<file path="config.mk">
export PLATFORM = sky130hd
export DESIGN_NAME = nibble_serial_adder
export DESIGN_NICKNAME = d
export VERILOG_FILES = /design/src/rtl/nibble_serial_adder_pkg.sv /design/src/rtl/nibble_serial_adder_cla4.sv /design/src/rtl/nibble_serial_adder.sv
export SDC_FILE = /design/constraint.sdc
export NUM_CORES = 1
export LEC_CHECK = 0
export CORE_MARGIN = 2
export CORE_UTILIZATION = 30
export CTS_CLUSTER_SIZE = 16
export DETAILED_ROUTE_END_ITERATION = 16
export PLACE_DENSITY_LB_ADDON = 0.25
export SLEW_MARGIN = 20
export SYNTH_ARGS = -nofsm -noshare
export SYNTH_HDL_FRONTEND = slang
export SYNTH_SLANG_ARGS = --single-unit
</file>
<file path="constraint.sdc">
create_clock -name clk -period 1.7 [get_ports clk]
set_clock_uncertainty 0.05 [all_clocks]
set_input_delay 0.51 -clock clk [delete_from_list [all_inputs] [get_ports clk]]
set_output_delay 0.51 -clock clk [all_outputs]
set_load 0.01 [all_outputs]
</file>
<file path="src/rtl/nibble_serial_adder_pkg.sv">
// Shared constants for the nibble-serial adder: FSM state encoding, nibble width
// and the operand-width legality check.
package nibble_serial_adder_pkg;

    localparam int NIB_W = 4;

    typedef enum logic [1:0] {
        ST_IDLE = 2'd0,
        ST_RUN  = 2'd1,
        ST_DONE = 2'd2
    } nsa_state_t;

    function automatic bit width_ok(input int w);
        return (w >= NIB_W) && ((w % NIB_W) == 0);
    endfunction

    function automatic int cnt_width(input int n);
        return (n > 1) ? $clog2(n) : 1;
    endfunction

endpackage

</file>
<file path="src/rtl/nibble_serial_adder_cla4.sv">
// 4-bit carry-lookahead slice: nibble sum, carry-out and block propagate/generate.
module nibble_serial_adder_cla4
    import nibble_serial_adder_pkg::*;
(
    input  logic [NIB_W-1:0] a,
    input  logic [NIB_W-1:0] b,
    input  logic             cin,
    output logic [NIB_W-1:0] s,
    output logic             cout,
    output logic             pb,
    output logic             gb
);

    logic [NIB_W-1:0] p;
    logic [NIB_W-1:0] g;
    logic [NIB_W:0]   c;

    assign p = a ^ b;
    assign g = a & b;

    assign c[0] = cin;
    assign c[1] = g[0] | (p[0] & cin);
    assign c[2] = g[1] | (p[1] & g[0]) | (p[1] & p[0] & cin);
    assign c[3] = g[2] | (p[2] & g[1]) | (p[2] & p[1] & g[0])
                | (p[2] & p[1] & p[0] & cin);

    assign gb = g[3] | (p[3] & g[2]) | (p[3] & p[2] & g[1])
              | (p[3] & p[2] & p[1] & g[0]);
    assign pb = &p;

    assign c[4] = gb | (pb & cin);

    assign s    = p ^ c[NIB_W-1:0];
    assign cout = c[NIB_W];

endmodule

</file>
<file path="src/rtl/nibble_serial_adder.sv">
// WIDTH-bit adder that streams operands through one 4-bit CLA slice, low nibble first.
// Define NSA_GROUP_PG_EN to add the accumulated group propagate/generate outputs.
module nibble_serial_adder
    import nibble_serial_adder_pkg::*;
#(
    parameter int WIDTH = 16
) (
    input  logic             clk,
    input  logic             rst_n,
    input  logic             in_valid,
    output logic             in_ready,
    input  logic [WIDTH-1:0] a,
    input  logic [WIDTH-1:0] b,
    input  logic             cin,
    output logic             out_valid,
    input  logic             out_ready,
    output logic [WIDTH-1:0] sum,
    output logic             cout
`ifdef NSA_GROUP_PG_EN
    ,
    output logic             grp_p,
    output logic             grp_g
`endif
);

    localparam int N     = WIDTH / NIB_W;
    localparam int CNT_W = cnt_width(N);
    localparam logic [CNT_W-1:0] CNT_LAST = CNT_W'(N - 1);

    generate
        if (!width_ok(WIDTH)) begin : g_width_chk
            $error("nibble_serial_adder: WIDTH must be a multiple of 4 and at least 4");
        end
    endgenerate

    nsa_state_t       state;
    logic [CNT_W-1:0] cnt;
    logic [WIDTH-1:0] a_sh;
    logic [WIDTH-1:0] b_sh;
    logic [WIDTH-1:0] sum_sh;
    logic             carry_q;

    logic [NIB_W-1:0] slice_s;
    logic             slice_co;
    logic [WIDTH+NIB_W-1:0] sum_ext;

    // Slice result enters from the top so nibble k ends at sum[4k+3:4k] after N shifts.
    assign sum_ext = {slice_s, sum_sh};

`ifdef NSA_GROUP_PG_EN
    logic slice_pb;
    logic slice_gb;
    logic grp_p_q;
    logic grp_g_q;

    nibble_serial_adder_cla4 u_cla4 (
        .a    (a_sh[NIB_W-1:0]),
        .b    (b_sh[NIB_W-1:0]),
        .cin  (carry_q),
        .s    (slice_s),
        .cout (slice_co),
        .pb   (slice_pb),
        .gb   (slice_gb)
    );

    assign grp_p = grp_p_q;
    assign grp_g = grp_g_q;
`else
    nibble_serial_adder_cla4 u_cla4 (
        .a    (a_sh[NIB_W-1:0]),
        .b    (b_sh[NIB_W-1:0]),
        .cin  (carry_q),
        .s    (slice_s),
        .cout (slice_co),
        .pb   (),
        .gb   ()
    );
`endif

    assign sum  = sum_sh;
    assign cout = carry_q;

    always_ff @(posedge clk) begin
        if (!rst_n) begin
            state     <= ST_IDLE;
            in_ready  <= 1'b1;
            out_valid <= 1'b0;
            cnt       <= '0;
            a_sh      <= '0;
            b_sh      <= '0;
            sum_sh    <= '0;
            carry_q   <= 1'b0;
`ifdef NSA_GROUP_PG_EN
            grp_p_q   <= 1'b0;
            grp_g_q   <= 1'b0;
`endif
        end else begin
            case (state)
                ST_IDLE: begin
                    if (in_valid) begin
                        a_sh     <= a;
                        b_sh     <= b;
                        carry_q  <= cin;
                        cnt      <= '0;
                        in_ready <= 1'b0;
                        state    <= ST_RUN;
`ifdef NSA_GROUP_PG_EN
                        grp_p_q  <= 1'b1;
                        grp_g_q  <= 1'b0;
`endif
                    end
                end
                ST_RUN: begin
                    a_sh    <= a_sh >> NIB_W;
                    b_sh    <= b_sh >> NIB_W;
                    sum_sh  <= sum_ext[WIDTH+NIB_W-1:NIB_W];
                    carry_q <= slice_co;
`ifdef NSA_GROUP_PG_EN
                    grp_p_q <= grp_p_q & slice_pb;
                    grp_g_q <= slice_gb | (slice_pb & grp_g_q);
`endif
                    if (cnt == CNT_LAST) begin
                        out_valid <= 1'b1;
                        state     <= ST_DONE;
                    end else begin
                        cnt <= cnt + 1'b1;
                    end
                end
                ST_DONE: begin
                    if (out_ready) begin
                        out_valid <= 1'b0;
                        in_ready  <= 1'b1;
                        state     <= ST_IDLE;
                    end
                end
                default: begin
                    out_valid <= 1'b0;
                    in_ready  <= 1'b1;
                    state     <= ST_IDLE;
                end
            endcase
        end
    end

endmodule

</file>
; ---- Word level (Yosys, flattened, before mapping)
; Index checks and enable logic that the tools add are counted.
[word_totals]
regBits = 55
inputBits = 37
out_inout_bits = 19
[classes]
n_addsub = 1
n_eq_ne = 7
mux = 19
bitwise = 30
reduce_logical = 8
[op_table]
columns = cell, count
row1 = 16-bit case mux with 2 select lines, 2
row2 = 16-bit 2-to-1 mux, 2
row3 = 1-bit AND, 15
row4 = 3-bit AND reduction, 4
row5 = 2-bit 2-to-1 mux, 5
row6 = 1-bit OR, 10
row7 = 2-bit != test (second input constant), 4
row8 = 4-bit bitwise XOR, 2
row9 = 1-bit case mux with 3 select lines, 2
row10 = 2-bit case mux with 3 select lines, 1
row11 = 1-bit 2-to-1 mux, 5
row12 = 4-bit AND, 1
row13 = 2-bit == test (second input constant), 2
row14 = 2-bit case mux with 2 select lines, 1
row15 = 4-bit AND reduction, 1
row16 = 2-bit by 1-bit adder with 2-bit output (second input constant), 1
row17 = 2-bit by 1-bit == test with 1-bit output (second input constant), 1
row18 = 2-bit zero test, 1
row19 = 1-bit inverter, 2
row20 = 1-bit case mux with 2 select lines, 1
row21 = 2-bit AND reduction, 1
row22 = 2-bit nonzero test, 1

; ---- Depth between registers and ports, before layout
; Gate-level depths: netlist (run 1).
[depth]
depth_word = 7
depth_mapped = 6
mapped_depth_nobuf = 5

; ---- Hierarchy
; Synthesis (run 1) repeated with hierarchy kept, for this count alone.
[hier_totals]
cells_unflattened = 291
area_unflattened_um2 = 2661.3
[by_module_without_submodules]
columns = module, instances, cells_per_inst, area_per_inst_um2
row1 = nibble_serial_adder, 1, 269, 2478.6
row2 = nibble_serial_adder_cla4, 1, 22, 182.7

; ---- Worst setup path after synthesis (run 1)
; No wires, ideal clock.
[synth_timing]
path_kind = register to register
start = register a_sh[0]
end = register carry_q, in the netlist cout
setup_time_ns = 0.122
arrival_time_ns = 1.394
path_slack_ns = 0.135
path_stages_with_launch = 5
path_buffers = 0
path_cell_list = dfxtp_1 > ha_1 > a211oi_1 > o21bai_1 > o311a_1
[synth_between]
elab_chain_cells = 5
word_cells_on_any_way = 8
classes_between = 1 x mux / 6 x bitwise / 1 x reduce/logical
[synth_lines]
columns = item, line
row1 = "start, declared", nibble_serial_adder.sv:38  ; logic [WIDTH-1:0] a_sh;
row2 = "start signal, assigned", nibble_serial_adder.sv:114  ; a_sh <= a_sh >> NIB_W;
row3 = 4-bit bitwise XOR or 4-bit AND (tied branches), "nibble_serial_adder_cla4.sv:18, nibble_serial_adder_cla4.sv:19"
row4 = 4-bit AND reduction or 1-bit AND (tied branches), "nibble_serial_adder_cla4.sv:29, nibble_serial_adder_cla4.sv:28"
row5 = 1-bit AND or 1-bit OR (tied branches), "nibble_serial_adder_cla4.sv:31, nibble_serial_adder_cla4.sv:28"
row6 = 1-bit OR *, nibble_serial_adder_cla4.sv:31  ; assign c[4] = gb | (pb & cin);
row7 = 1-bit case mux with 2 select lines *, nibble_serial_adder.sv:98  ; case (state)
row8 = "end signal, assigned", nibble_serial_adder.sv:103  ; carry_q <= cin;
row9 = "end signal, assigned", nibble_serial_adder.sv:117  ; carry_q <= slice_co;
row10 = "end, declared", nibble_serial_adder.sv:41  ; logic carry_q;
; Every way passes the cells marked *; elsewhere a longest branch is shown, timed or not.
; A chain may end at the register's enable or synchronous reset.

; ---- Final worst setup path (run 1)
; Same ends and word-level chain as after synthesis.

==> results of run 1 <==
## metrics by stage
stage | hold slack, ns | instance area [um2] | total power, mW | util, % | std cells
floorplan | 0.398 | 2490 | 1.73 | - | 308
global route | 0.437 | 3310 | 2.93 | 40.7 | 472
finish | 0.406 | 3310 | 2.80 | 40.7 | 472
CTS | 0.413 | 3310 | 2.83 | 40.7 | 472
detailed placement | 0.402 | 3220 | 1.96 | 39.6 | 464
global placement | 0.394 | 3220 | 1.95 | 39.6 | 464
## routing by layer
metal  global-route usage (%)  vias up  part of all wire [%]
li1                         -     1172                     -
met1                     18.2     1021                    49
met2                     21.5       39                    47
met3                     2.61        4                   3.7
met4                     3.62        0                   1.1
met5                        0        -                     0
## synth_stat cells (all sizes together), types with 2 or more instances
cell	number
nand2	81
dfxtp	55
nor2	34
a311oi	24
a21oi	23
buf	17
clkbuf	9
nand2b	8
a21o	5
ha	5
nand3b	5
inv	4
nor3b	4
o21ai	4
o21bai	4
a211oi	3
a22oi	3
and2	2
nor2b	2
## cell usage in the layout, fill, tap and decap left out, types with 2 or more instances in the layout
cell type / count
a211oi_1: 3
a21o_1: 5
a21oi_1: 23
a22oi_1: 3
a311oi_1: 24
and2_1: 2
buf_12: 2
buf_4: 20
clkbuf_8: 5
clkdlybuf4s50_1: 36
dfxtp_1: 54
dlygate4sd2_1: 19
ha_1: 5
inv_1: 4
nand2_1: 81
nand2b_1: 8
nand3b_1: 5
nor2_1: 34
nor3b_1: 4
o21ai_0: 3
o21bai_1: 4
## timing repair
| item | 4_1_cts | 5_1_grt |
|---|---|---|
| hold buffers | 0 | 0 |
| setup buffers | 0 | 0 |
| gates resized for setup | 20 | 1 |
| setup endpoints to repair | 19 | 1 |
## worst min-delay path by stage
stage,startpoint,endpoint,cells after the start
after floorplan,cnt[1]$_SDFFE_PN0P_,cnt[1]$_SDFFE_PN0P_,2
after global placement,sum[2]$_SDFFE_PN0P_,sum[2]$_SDFFE_PN0P_,2
after detailed placement,sum[3]$_SDFFE_PN0P_,sum[3]$_SDFFE_PN0P_,2
after CTS,sum[3]$_SDFFE_PN0P_,sum[3]$_SDFFE_PN0P_,2
after global routing,sum[3]$_SDFFE_PN0P_,sum[3]$_SDFFE_PN0P_,2
final,sum[3]$_SDFFE_PN0P_,sum[3]$_SDFFE_PN0P_,2
## worst max-delay path: stages, from the launching register on
cell	delay, ns
dfxtp_1	0.33
ha_1	0.29
a211oi_1	0.40
o21bai_1	0.14
o311a_1	0.30
## cell type report
cell class / instances / area share, %
Multi-Input combinational cell: 222 / 37.2
Sequential cell: 55 / 33.3
Timing Repair Buffer: 77 / 21.6
Tap cell: 105 / 3.97
Clock buffer: 6 / 2.19
Clock inverter: 2 / 1.17
Inverter: 5 / 0.566
## power groups by stage
stage | clock [mW] | combinational (mW) | sequential [mW]
after detailed placement | 0 | 0.507 | 1.46
after global placement | 0 | 0.500 | 1.46
after CTS | 0.902 | 0.497 | 1.43
after global routing | 0.945 | 0.548 | 1.44
after floorplan | 0 | 0.284 | 1.45
final | 0.884 | 0.491 | 1.42
## cell families (layout without fill, tap and decap cells)
group,after synthesis,count (layout)
AOI/OAI and AO/OA,73,73
adders and majority gates,6,6
xor gates and xnor gates,1,1
buffers and inverters,31,90
DFF,55,55
and+or+nand+nor,142,142
## state kept, by name (all words and copies together) (netlist names)
signal,count
a_sh,16
b_sh,16
cnt,2
cout,1
in_ready,1
out_valid,1
state,2
sum,16
==> flow_summary_export.csv, run 1 <==
group,metric,value,unit
run_status,outcome,"finished clean",
finish,area_delta_synth_final,33.2,%
synth,yosysUniqueCellTypes,37,
synth,synth_top_family_by_area,"simple AND/OR/NAND/NOR gates",
drt,vias_per_cell,4.74,
finish,n_antenna_cell,0,
place,place.detailed.hpwl,4.34,mm
pwr,clock_power_share,31.6,%
die,die_h,95.1,um
global_routing,grt_start_max_net_pins,49,
global_routing,grt_pass1_vias,2016,
timing,finalCritPeriodShare,94.5,%
global_routing,antenna_found_initial,0,
cts,clkSinkCount,55,
drt,ant_nets,0,
setup_path,crit_path_end_kind,"flip-flop",
drt,dr.pass1.iters,4,
synth,ys_seq_area_share,44.3,%
synth,synth_edf_count,0,
timing,rsz0062_at_grt,"no",
die,initial_core_util,30.6,%
die,dieArea,9040,um2
cts,cts_buffer_depth,2,
synth,synth_area,2490,um2
pwr,power_density,845,nW/um2
global_routing,grt_util_all_layers,13.3,%
setup_path,critPathKind,"flip-flop to flip-flop",
place,place_ws,-0.141,ns
cts,cts_tree,"done",
die,die_w,95.1,um
finish,multiInputGateArea,1230,um2
cts,htreeDepth,2,
synth,yosys_warnings,0,
finish,num-nets-final,409,
synth,synth.area.mux_share,0,%
die,core,8130,um2
finish,seq_area,1100,um2
die,core.rowCount,33,
drt,drt-wirelength-per-cell,12.6,um
synth,synth-seq-cells,55,
synth,ys_top_cells_by_area,"dfxtp_1 44%, nand2_1 12%, a311oi_1 8.5%",
synth,synth_compound_area_share,21.1,%
place,place.gp.congestion,0.794,
setup_path,r2r_setup_slack,0.09,ns
setup_path,crit_path_start,"a_sh[0]$_SDFFE_PN0P_",
synth,synth_top_area_share,44.3,%
pwr,p_leak,1.33,nW
synth,synth-adder-area-share,3.32,%
timing,layout_setup_ws,0.0939,ns
cts,clk_latency,0.31,ns
timing,worst_pin_slew,0.405,ns
setup_path,path_max_fanout,3,
setup_path,critPathLaunchType,"flip-flop",
pwr,ir_drop,0.395,mV
finish,drive_gt1_share,8.99,%
synth,synth_top_flop_cell,"dfxtp_1",
pwr,comb_power_share,17.5,%
timing,hold_viol,0,
drt,drc,0,
place,port_buffers,55,
setup_path,r2r-end,"cout$_SDFFE_PN0P_",
synth,syn_inst,308,
timing,fmax,0.623,GHz
synth,synth-simple-area-share,24.6,%
die,top_level_ports,56,
timing,slew-limit-headroom,72.8,%
setup_path,cp.arrival,1.76,ns
pwr,seq_power_share,50.9,%
synth,synth.avg_cell_area,8.08,um2
synth,yosys.area.top_type,"dfxtp_1",
finish,fill_cells,848,
drt,vias,2236,
worst_hold_path,hp-class,"flip-flop to flip-flop",
timing,tns,0,ns
synth,async_reset_ff_share,0,%
cts,cts_buffers,5,
timing,period_needed,1.61,ns
pwr,internal_power,2.07,mW
pwr,switching_share,26.1,%
synth,post_synth_xor_area_fraction,0.352,%
setup_path,endpoint,"cout$_SDFFE_PN0P_",
timing,timing.final.max_slew_violations,0,
cts,cts.reportedPaths.clkPinSlew,0.10,ns
run,drv_cap,0,
drt,drt-total-wl,5.95,mm
pwr,switchingPower,731,uW
global_routing,grt-ovfl-total,0,
setup_path,reg2regPathDepth,4,
timing,setup_viol,0,
setup_path,r2r-start,"a_sh[0]$_SDFFE_PN0P_",
synth,synthesis.nets,351,
global_routing,grt_pass1_wl,9.44,mm
setup_path,worstPathRequired,1.86,ns
drt,drtIter0Drc,98,
cts,clockRootBuffer,"clkbuf_8",
No activity file was read; power rests on OpenSTA's default activity.
==> inputs of run 2 (changes only) <==
--- a/config.mk
+++ b/config.mk
@@ -5,6 +5,7 @@
 export SDC_FILE = /design/constraint.sdc
 export NUM_CORES = 1
 export LEC_CHECK = 0
+export CAP_MARGIN = 0
 export CORE_MARGIN = 2
 export CORE_UTILIZATION = 30
 export CTS_CLUSTER_SIZE = 16
==> results of run 2 <==
No change in the layout: final DEF, timing and power equal those of run 1.
